File: config.mk
export PLATFORM = sky130hd
export DESIGN_NAME = hilo_div_ctrl
export DESIGN_NICKNAME = d
export VERILOG_FILES = /design/src/rtl/hilo_pkg.sv /design/src/rtl/div_step.sv /design/src/rtl/hilo_div_ctrl.sv
export SDC_FILE = /design/constraint.sdc
export NUM_CORES = 1
export LEC_CHECK = 0
export CAP_MARGIN = 20
export CORE_MARGIN = 4
export CORE_UTILIZATION = 52
export DETAILED_ROUTE_END_ITERATION = 10
export PLACE_DENSITY = 0.78
export SETUP_SLACK_MARGIN = 0.3
export SYNTH_ARGS = -nofsm -noshare
export SYNTH_HDL_FRONTEND = slang
export SYNTH_HIERARCHICAL = 1
export SYNTH_SLANG_ARGS = --single-unit
File: constraint.sdc
create_clock -name clk -period 3.3 [get_ports clk]
set_clock_uncertainty 0.05 [all_clocks]
set_input_delay 0.495 -clock clk [delete_from_list [all_inputs] [get_ports clk]]
set_output_delay 0.495 -clock clk [all_outputs]
set_load 0.02 [all_outputs]
File: src/rtl/hilo_pkg.sv
// ============================================================================
// Module  : hilo_pkg
// Purpose : Shared types and constants for the HI/LO divider controller.
// Rev     : 1.0  initial release
// ============================================================================
`default_nettype none

package hilo_pkg;

    typedef enum logic [1:0] {
        ST_IDLE = 2'd0,
        ST_BUSY = 2'd1,
        ST_SIGN = 2'd2,
        ST_DONE = 2'd3
    } state_t;

    localparam int          DIV_ITERS  = 32;
    localparam logic [5:0]  FUNCT_DIV  = 6'h1A;
    localparam logic [5:0]  FUNCT_DIVU = 6'h1B;
    localparam logic [31:0] DIV0_QUOT  = 32'hFFFF_FFFF;

endpackage

`default_nettype wire

File: src/rtl/div_step.sv
// ============================================================================
// Module  : div_step
// Purpose : One combinational radix-2 restoring division step on {rem, quot}.
// Rev     : 1.0  initial release
// ============================================================================
`default_nettype none

module div_step (
    input  logic [63:0] i_pair,
    input  logic [31:0] i_divisor,
    output logic [63:0] o_pair
);

    logic [32:0] w_rem_sh;
    logic [32:0] w_diff;

    // The remainder stays below the divisor, so the shifted value fits 33 bits
    // and a borrow out of bit 32 means the trial subtraction failed.
    assign w_rem_sh = i_pair[63:31];
    assign w_diff   = w_rem_sh - {1'b0, i_divisor};

    assign o_pair = w_diff[32] ? {w_rem_sh[31:0], i_pair[30:0], 1'b0}
                               : {w_diff[31:0],   i_pair[30:0], 1'b1};

endmodule

`default_nettype wire

File: src/rtl/hilo_div_ctrl.sv
// ============================================================================
// Module  : hilo_div_ctrl
// Purpose : Multi-cycle DIV/DIVU unit driving HI/LO with pipeline stall.
//           Optional macro DIV_ZERO_FAST_EN: divide-by-zero finishes in 2 cycles.
// Rev     : 1.0  initial release
// ============================================================================
`default_nettype none

module hilo_div_ctrl
    import hilo_pkg::*;
(
    input  logic        clk,
    input  logic        rst,
    input  logic        start,
    input  logic        signed_div,
    input  logic [31:0] opa,
    input  logic [31:0] opb,
    input  logic        flush,
    output logic        stall,
    output logic        result_valid,
    output logic [31:0] hi,
    output logic [31:0] lo
);

    localparam logic [5:0] C_LAST_ITER = 6'(DIV_ITERS - 1);

    state_t      r_state;
    state_t      w_state_nxt;
    logic        w_accept;
    logic [5:0]  r_cnt;
    logic [63:0] r_pair;
    logic [63:0] w_pair_nxt;
    logic [31:0] r_divisor;
    logic        r_neg_q;
    logic        r_neg_r;
    logic        r_div0;
    logic [31:0] r_hi;
    logic [31:0] r_lo;

    logic        w_sign_a;
    logic        w_sign_b;
    logic [31:0] w_abs_a;
    logic [31:0] w_abs_b;

    assign w_sign_a = signed_div & opa[31];
    assign w_sign_b = signed_div & opb[31];
    assign w_abs_a  = w_sign_a ? (~opa + 32'd1) : opa;
    assign w_abs_b  = w_sign_b ? (~opb + 32'd1) : opb;

    div_step u_div_step (
        .i_pair    (r_pair),
        .i_divisor (r_divisor),
        .o_pair    (w_pair_nxt)
    );

    always_ff @(posedge clk or negedge rst) begin
        if (!rst) begin
            r_state <= ST_IDLE;
        end else begin
            r_state <= w_state_nxt;
        end
    end

    // rst gates the accept so stall reads 0 while reset is held.
    always_comb begin
        w_state_nxt = r_state;
        w_accept    = 1'b0;
        case (r_state)
            ST_IDLE: begin
                if (start && !flush && rst) begin
                    w_accept = 1'b1;
`ifdef DIV_ZERO_FAST_EN
                    w_state_nxt = (opb == 32'd0) ? ST_DONE : ST_BUSY;
`else
                    w_state_nxt = ST_BUSY;
`endif
                end
            end
            ST_BUSY: begin
                if (r_cnt == C_LAST_ITER) begin
                    w_state_nxt = ST_SIGN;
                end
            end
            ST_SIGN: w_state_nxt = ST_DONE;
            ST_DONE: w_state_nxt = ST_IDLE;
            default: w_state_nxt = ST_IDLE;
        endcase
        if (flush) begin
            w_state_nxt = ST_IDLE;
        end
    end

    assign stall        = w_accept || (r_state == ST_BUSY) || (r_state == ST_SIGN);
    assign result_valid = (r_state == ST_DONE) && !flush;
    assign hi           = r_hi;
    assign lo           = r_lo;

    always_ff @(posedge clk or negedge rst) begin
        if (!rst) begin
            r_cnt     <= 6'd0;
            r_pair    <= 64'd0;
            r_divisor <= 32'd0;
            r_neg_q   <= 1'b0;
            r_neg_r   <= 1'b0;
            r_div0    <= 1'b0;
            r_hi      <= 32'd0;
            r_lo      <= 32'd0;
        end else if (w_accept) begin
            r_pair    <= {32'd0, w_abs_a};
            r_divisor <= w_abs_b;
            r_neg_q   <= w_sign_a ^ w_sign_b;
            r_neg_r   <= w_sign_a;
            r_div0    <= (opb == 32'd0);
            r_cnt     <= 6'd0;
`ifdef DIV_ZERO_FAST_EN
            if (opb == 32'd0) begin
                r_hi <= opa;
                r_lo <= DIV0_QUOT;
            end
`endif
        end else if (r_state == ST_BUSY && !flush) begin
            r_pair <= w_pair_nxt;
            r_cnt  <= r_cnt + 6'd1;
        end else if (r_state == ST_SIGN && !flush) begin
            // Divide-by-zero leaves |opa| as remainder; the remainder sign
            // fix restores opa, but the quotient must be forced to all ones.
            r_hi <= r_neg_r ? (~r_pair[63:32] + 32'd1) : r_pair[63:32];
            if (r_div0) begin
                r_lo <= DIV0_QUOT;
            end else begin
                r_lo <= r_neg_q ? (~r_pair[31:0] + 32'd1) : r_pair[31:0];
            end
        end
    end

endmodule

`default_nettype wire

==> impl_metrics.py, run 1 <==
metrics = {
    "global_route": {
        "track_usage_pct": 25.5,
        "met1_usage_pct": 37.6,
        "antenna_found_initial": 0,
        "first_global_vias": 10700,
        "grt_pass1_wl_mm": 54.7,
        "busiest_layer": "met2",
        "grt_remaining_overflow": 0,
        "met3_usage_pct": 4.08,
        "use_met2_pct": 38.6,
        "grt_max_degree": 172,
    },
    "power": {
        "intPower_mw": 8.50,
        "combPwrFrac_pct": 61.0,
        "p_leak_nw": 6.26,
        "ir_drop_uv": 467,
        "switching_share_pct": 45.6,
        "pwr-share-clk_pct": 13.6,
        "power_frac_seq_pct": 25.4,
        "p_total_mw": 15.6,
        "switchingPower_mw": 7.13,
        "powerDensity_nw_per_um2": 1070,
    },
    "placement": {
        "post-place-ws_ps": 44.1,
        "port_buffers": 134,
        "dp_hpwl_mm": 24.3,
        "placed_area_um2": 13800,
        "place_congestion": 0.964,
    },
    "worst_setup_path": {
        "worstPathArrival_ps": 3420,
        "path_cells": "inv_1 > ha_2 > fa_2 > and2b_1 > o2111ai_2 > a21oi_2 > o211ai_2 > a211oi_4 > nor2_4 > mux2i_4 > and2_4 > inv_12 > mux2_4 > nand2_1 > a21oi_1",
        "reg2reg_depth": 15,
        "critPathTopFamily": "compound AO/OA/AOI/OAI gates",
        "crit_buf_inv": 2,
        "r2r_end": "r_pair[58]",
        "critPathLaunchType": "register",
        "rrSetupSlack_ps": 100,
        "r2r_start": "r_pair[31]",
        "crit_slowest_cell": "dfrtp_1",
        "worstSetupEndpointType": "register",
        "worstPathRequired_ps": 3520,
        "cp_max_fo": 12,
        "crit_type": "reg2reg",
        "cpPeakStageDelay_ps": 350,
    },
    "cells_and_area": {
        "final_layout_size_suffix_gt1_share_pct": 11.1,
        "syn_to_final_growth_pct": 20.6,
        "fin_area_um2": 14600,
        "post-route-util_pct": 64.2,
        "finalNetCount": 1687,
        "diodes": 0,
    },
    "timing": {
        "relSlewSlack_pct": 37.4,
        "finalCritPeriodShare_pct": 97.0,
        "layout_setup_ws_ps": 98.2,
        "rsz0062_at_grt": "yes",
        "setup_viol": 0,
        "hold_viol": 0,
        "fmax_mhz": 312,
        "slew_violations": 0,
        "hold_slack_ps": 204,
        "layout_min_cycle_time_ps": 3200,
        "worst_slew_pin_slew_ps": 939,
    },
    "logic_synthesis": {
        "synthTopCellsByCount": "nand2_1, dfrtp_1, a21oi_1",
        "synth.most_common_cell": "nand2_1",
        "synth_fp_nets": 1574,
        "syn_area_um2": 12100,
        "synth_cells": 1463,
        "synthFlopType": "dfrtp_1",
        "synth_edf_count": 0,
        "netlist.area_leader.share_pct": 35.3,
        "yosys-top-cells-area": "dfrtp_1, nand2_1, xor2_1, a21oi_1, ha_1",
        "avgSynthCellArea_um2": 8.29,
        "synth_cell_types": 78,
        "synth-seq-cells": 171,
        "synth-seq-area-share_pct": 35.3,
        "yosysTopAreaCell": "dfrtp_1",
        "synth-warning-count": 6,
        "synthArstFlopShare_pct": 100,
    },
    "die": {
        "num_rows": 55,
        "die_h_um": 161,
        "ios": 135,
        "dieArea_um2": 25800,
        "die_w_um": 161,
        "core_um2": 22800,
        "initial_utilization_pct": 53.2,
    },
    "route": {
        "dr.pass1.iters": 6,
        "drt-wirelength-per-cell_um": 17.6,
        "dr.first_iter.drc_count": 1218,
        "ant_nets": 0,
        "drc": 0,
        "vias": 11300,
        "wl_mm": 33.5,
        "via_per_inst": 5.94,
    },
    "run_status": {
        "status": "completed",
    },
    "clock_tree": {
        "cts_tree": "built",
        "cts_buffers": 17,
        "cts-root-buf": "clkbuf_16",
        "clk_pin_slew_ps": 70,
        "cts_hold_buf": 0,
        "clock_latency_ps": 430,
        "cts_buffer_depth": 2,
        "cts-htree-levels": 4,
        "cts_num_sinks": 171,
    },
    "worst_hold_path": {
        "hold_class": "in2async",
    },
    "flow_run": {
        "drv_cap": 0,
    },
}
[metrics by stage]
stage	instances	setup TNS (ps)
3_5_place_dp	1862	0
5_1_grt	1902	-184
2_1_floorplan	1463	0
6_report	1902	0
3_3_place_gp	1862	0
4_1_cts	1901	0
[registers in the layout (all words and copies together), names as in the netlist, 2 cells and up]
signal,flops
r_pair,64
hi,32
lo,32
r_divisor,32
r_cnt,6
r_state,2
[power by group through the flow]
stage          clock, mW  combinational, mW  sequential, mW
3_5_place_dp           0               8.87            4.01
3_3_place_gp           0               8.65            3.95
5_1_grt             2.24               10.3            4.09
4_1_cts             2.14               9.20            3.98
6_report            2.12               9.54            3.97
2_1_floorplan          0               6.17            4.16
[placed cells by master, fill, tap and decap left out, types with 4 or more instances in the layout]
cell / Yosys / layout
nand2_1: 245 / 242
dfrtp_1: 171 / 171
clkdlybuf4s50_1: 0 / 133
a21oi_1: 120 / 116
o21ai_0: 102 / 98
nor2_1: 93 / 92
xor2_1: 86 / 86
buf_4: 31 / 66
xnor2_1: 56 / 56
inv_1: 55 / 55
ha_1: 41 / 39
a31oi_1: 39 / 38
and3_1: 32 / 32
o31ai_1: 32 / 30
nor3_1: 28 / 28
mux2_4: 19 / 23
o41ai_1: 22 / 22
nand3_1: 20 / 19
nand4_1: 17 / 17
clkbuf_16: 0 / 17
or3_1: 16 / 16
or4_1: 16 / 16
nor4_1: 16 / 16
a21o_1: 13 / 13
or2_2: 8 / 8
nand2b_1: 9 / 8
nor2b_1: 8 / 7
mux2i_1: 5 / 5
a21oi_2: 1 / 5
o21ai_1: 1 / 5
inv_6: 0 / 5
o21a_1: 5 / 5
nor3b_1: 5 / 4
and2_1: 4 / 4
buf_12: 3 / 4
[area by class of cell]
class	instances	area, um2
flip-flops and latches	171	4280
inverters	56	223
multi-input cells	1122	7130
repair buffers	207	1960
clock buffers	19	443
clock inverters	13	178
fillers	1913	8160
repair inverters	1	11.3
well taps	313	392
[cells by family (layout without fill, tap and decap cells)]
logic type	Yosys count	count (layout)	share of synthesized area, %
AND/OR/NAND/NOR	533	533	20.7
adder cells (fa/ha/maj)	42	42	4.40
flip-flops	171	171	35.3
buffers and inverters	170	296	6.78
AO/OA/AOI/OAI	375	375	19.1
XOR/XNOR	142	142	10.3
multiplexers	30	30	3.42
[timing repair]
item,CTS,global route
buffers inserted,5,0
endpoints found under the setup margin,32,33
gates resized for setup,11,15
pin swaps,7,1
cloned,2,0
[worst register-to-register path: cells and delay by family, from the launching register on]
family	cells	cell delay, ps
flip-flops	1	350
multiplexers	2	510
buffers and inverters	2	190
AO/OA/AOI/OAI	5	820
adder cells (fa/ha/maj)	2	530
AND/OR/NAND/NOR	4	620
[worst max-delay path by stage]
stage	start	to	slack, ps	cells after the start
final	r_pair[31]	r_pair[58]	100	15
after global routing	r_pair[31]	r_pair[38]	-40	15
after CTS	r_divisor[0]	r_pair[59]	150	14
after detailed placement	r_divisor[0]	r_pair[36]	40	14
after global placement	r_pair[31]	r_pair[36]	100	15
after floorplan	r_pair[31]	r_pair[40]	10	17
[per-layer routing]
layer,vias up,wire length [um]
li1,5344,-
met1,5396,15300
met2,484,14900
met3,73,2530
met4,0,724
met5,-,0
No activity file was read; power rests on OpenSTA's default activity.
==> inputs of run 2 (changes only) <==
--- a/config.mk
+++ b/config.mk
@@ -10,7 +10,6 @@
 export CORE_UTILIZATION = 52
 export DETAILED_ROUTE_END_ITERATION = 10
 export PLACE_DENSITY = 0.78
-export SETUP_SLACK_MARGIN = 0.3
 export SYNTH_ARGS = -nofsm -noshare
 export SYNTH_HDL_FRONTEND = slang
 export SYNTH_HIERARCHICAL = 1
==> run 2 against run 1 <==
Net effect:
- register-to-register slack worse by 40 ps
- worst setup slack worse by 40 ps
- critical path depth is 1 lower
- die area stayed put
- clock power is 11% lower
- sequential power hardly changed
- count of clock-buffer cells in the layout is 2 higher
- sequential cell count stayed put
- critical path type unchanged
- critical endpoint is now r_pair[55]
- highest routed layer unchanged
==> impl_metrics.py, run 2 (synthesis results as in run 1) <==
metrics = {
    "run_status": {
        "status": "completed",
    },
    "timing": {
        "relSlewSlack_pct": 37.1,
        "finalCritPeriodShare_pct": 98.2,
        "hold_slack_ps": 64.3,
        "fmax_mhz": 308,
        "setup_viol": 0,
        "worst_slew_pin_slew_ps": 944,
        "fin_tns_setup_ps": 0,
        "hold_viol": 0,
        "slew_violations": 0,
        "layout_min_cycle_time_ps": 3240,
        "rsz0062_at_grt": "yes",
    },
    "flow_run": {
        "drv_cap": 0,
    },
    "worst_setup_path": {
        "crit_type": "reg2reg",
        "path_cells": "ha_2 > fa_2 > and2b_1 > o2111ai_2 > a21oi_2 > o211ai_2 > a211oi_4 > nor2_4 > mux2i_4 > and2_4 > inv_6 > mux2_4 > nand2_1 > a21oi_1",
        "r2r_end": "r_pair[55]",
        "worstPathRequired_ps": 3520,
        "rrSetupSlack_ps": 60,
        "cpPeakStageDelay_ps": 390,
        "reg2reg_depth": 14,
        "cp_max_fo": 12,
        "worstPathArrival_ps": 3460,
        "crit_slowest_cell": "dfrtp_1",
        "r2r_start": "r_divisor[0]",
        "critPathLaunchType": "register",
        "worstSetupEndpointType": "register",
    },
    "route": {
        "ant_nets": 0,
        "dr.first_iter.drc_count": 1289,
        "drt-wirelength-per-cell_um": 17.3,
        "via_per_inst": 5.81,
        "wl_mm": 32.8,
        "drc": 0,
        "vias": 11000,
        "dr.pass1.iters": 6,
    },
    "cells_and_area": {
        "largest_reg_flops": 64,
        "diodes": 0,
        "syn_to_final_growth_pct": 19.3,
        "post-route-util_pct": 63.5,
        "finalNetCount": 1688,
        "final_cell_mix": "nand2_1, dfrtp_1, clkdlybuf4s50_1",
        "final_common_cell": "nand2_1",
        "stdcell_count": 1902,
        "regMostFlops": "r_pair",
        "final_layout_size_suffix_gt1_share_pct": 10.8,
    },
    "clock_tree": {
        "cts_num_sinks": 171,
        "clk_pin_slew_ps": 70,
        "cts_tree": "built",
        "clock_latency_ps": 430,
        "cts-root-buf": "clkbuf_16",
        "cts_buffers": 17,
        "cts-htree-levels": 4,
        "cts_hold_buf": 0,
        "cts_buffer_depth": 2,
    },
    "global_route": {
        "grt_max_degree": 137,
        "antenna_found_initial": 0,
        "met3_usage_pct": 3.57,
        "track_usage_pct": 24.8,
        "first_global_vias": 10300,
        "grt_remaining_overflow": 0,
        "busiest_layer": "met2",
        "met1_usage_pct": 37.4,
        "grt_pass1_wl_mm": 52.9,
        "use_met2_pct": 37.6,
    },
    "placement": {
        "port_buffers": 134,
        "place_congestion": 0.912,
        "dp_hpwl_mm": 24.1,
        "placed_cells": 1866,
    },
    "die": {
        "die_w_um": 161,
        "die_h_um": 161,
        "core_um2": 22800,
        "ios": 135,
        "initial_utilization_pct": 53.2,
        "num_rows": 55,
        "dieArea_um2": 25800,
    },
    "power": {
        "ir_drop_uv": 450,
        "p_leak_nw": 6.19,
        "powerDensity_nw_per_um2": 1050,
    },
    "worst_hold_path": {
        "hold_class": "in2async",
    },
}
-- run 2: changes by cell type in the layout (fill, tap and decap cells not counted), moves of 2 or more --
cell,previous run,this run
nand2_2,3,1
clkinvlp_4,2,4
buf_4,66,70
mux2_2,1,5
o31ai_1,30,32
nand2_1,242,244
mux2_4,23,19
bufinv_16,3,0
inv_8,2,0
-- run 2: worst max-delay path by stage --
stage | from | endpoint | slack [ps] | cells after the start
2_1_floorplan | r_pair[31] | r_pair[40] | 10 | 17
3_3_place_gp | r_pair[31] | r_pair[37] | 110 | 15
3_5_place_dp | r_divisor[0] | r_pair[35] | 60 | 14
4_1_cts | r_divisor[0] | r_pair[35] | 40 | 14
5_1_grt | r_pair[31] | r_pair[55] | -50 | 15
6_report | r_divisor[0] | r_pair[55] | 60 | 14
-- run 2: routing by layer --
metal	wire, um	vias up
met5	0	-
met1	15400	5193
met3	2490	55
met4	551	0
met2	14400	441
li1	-	5353
-- run 2: report_power, final --
group / switching [mW] / total [mW] / internal, mW
registers: 0.953 / 3.96 / 3.01
clock network: 0.868 / 1.88 / 1.01
logic: 5.19 / 9.37 / 4.18
total: 7.01 / 15.2 / 8.20
-- run 2: timing repair --
action,CTS,global route
setup endpoints to repair,0,28
gates resized for setup,0,15
endpoints found under the hold margin,0,0
setup buffers,0,3
-- run 2: layout make-up --
type / instances / area, um2
clock buffers: 21 / 460
clock inverters: 10 / 82.6
fillers: 1924 / 8310
inverters: 56 / 223
multi-input cells: 1122 / 7090
flip-flops and latches: 171 / 4280
well taps: 313 / 392
repair buffers: 207 / 1930
repair inverters: 2 / 17.5
-- run 2: stage by stage --
| stage | setup WS (ps) | instance area [um2] | total power [mW] |
|---|---|---|---|
| 6_report | 58.3 | 14500 | 15.2 |
| 5_1_grt | -50.6 | 14500 | 16.3 |
| 4_1_cts | 38.1 | 14400 | 14.9 |
| 3_5_place_dp | 58.8 | 13800 | 12.9 |
| 3_3_place_gp | 107 | 13800 | 12.7 |
| 2_1_floorplan | 9.65 | 12100 | 10.3 |
-- run 2: worst max-delay path: cells and delay by family, from the launching register on --
family          cells  cell delay [ps]
simple gates        4              580
compound gates      5              830
flops               1              390
buf+inv             1              170
mux                 2              500
fa+ha+maj           2              540
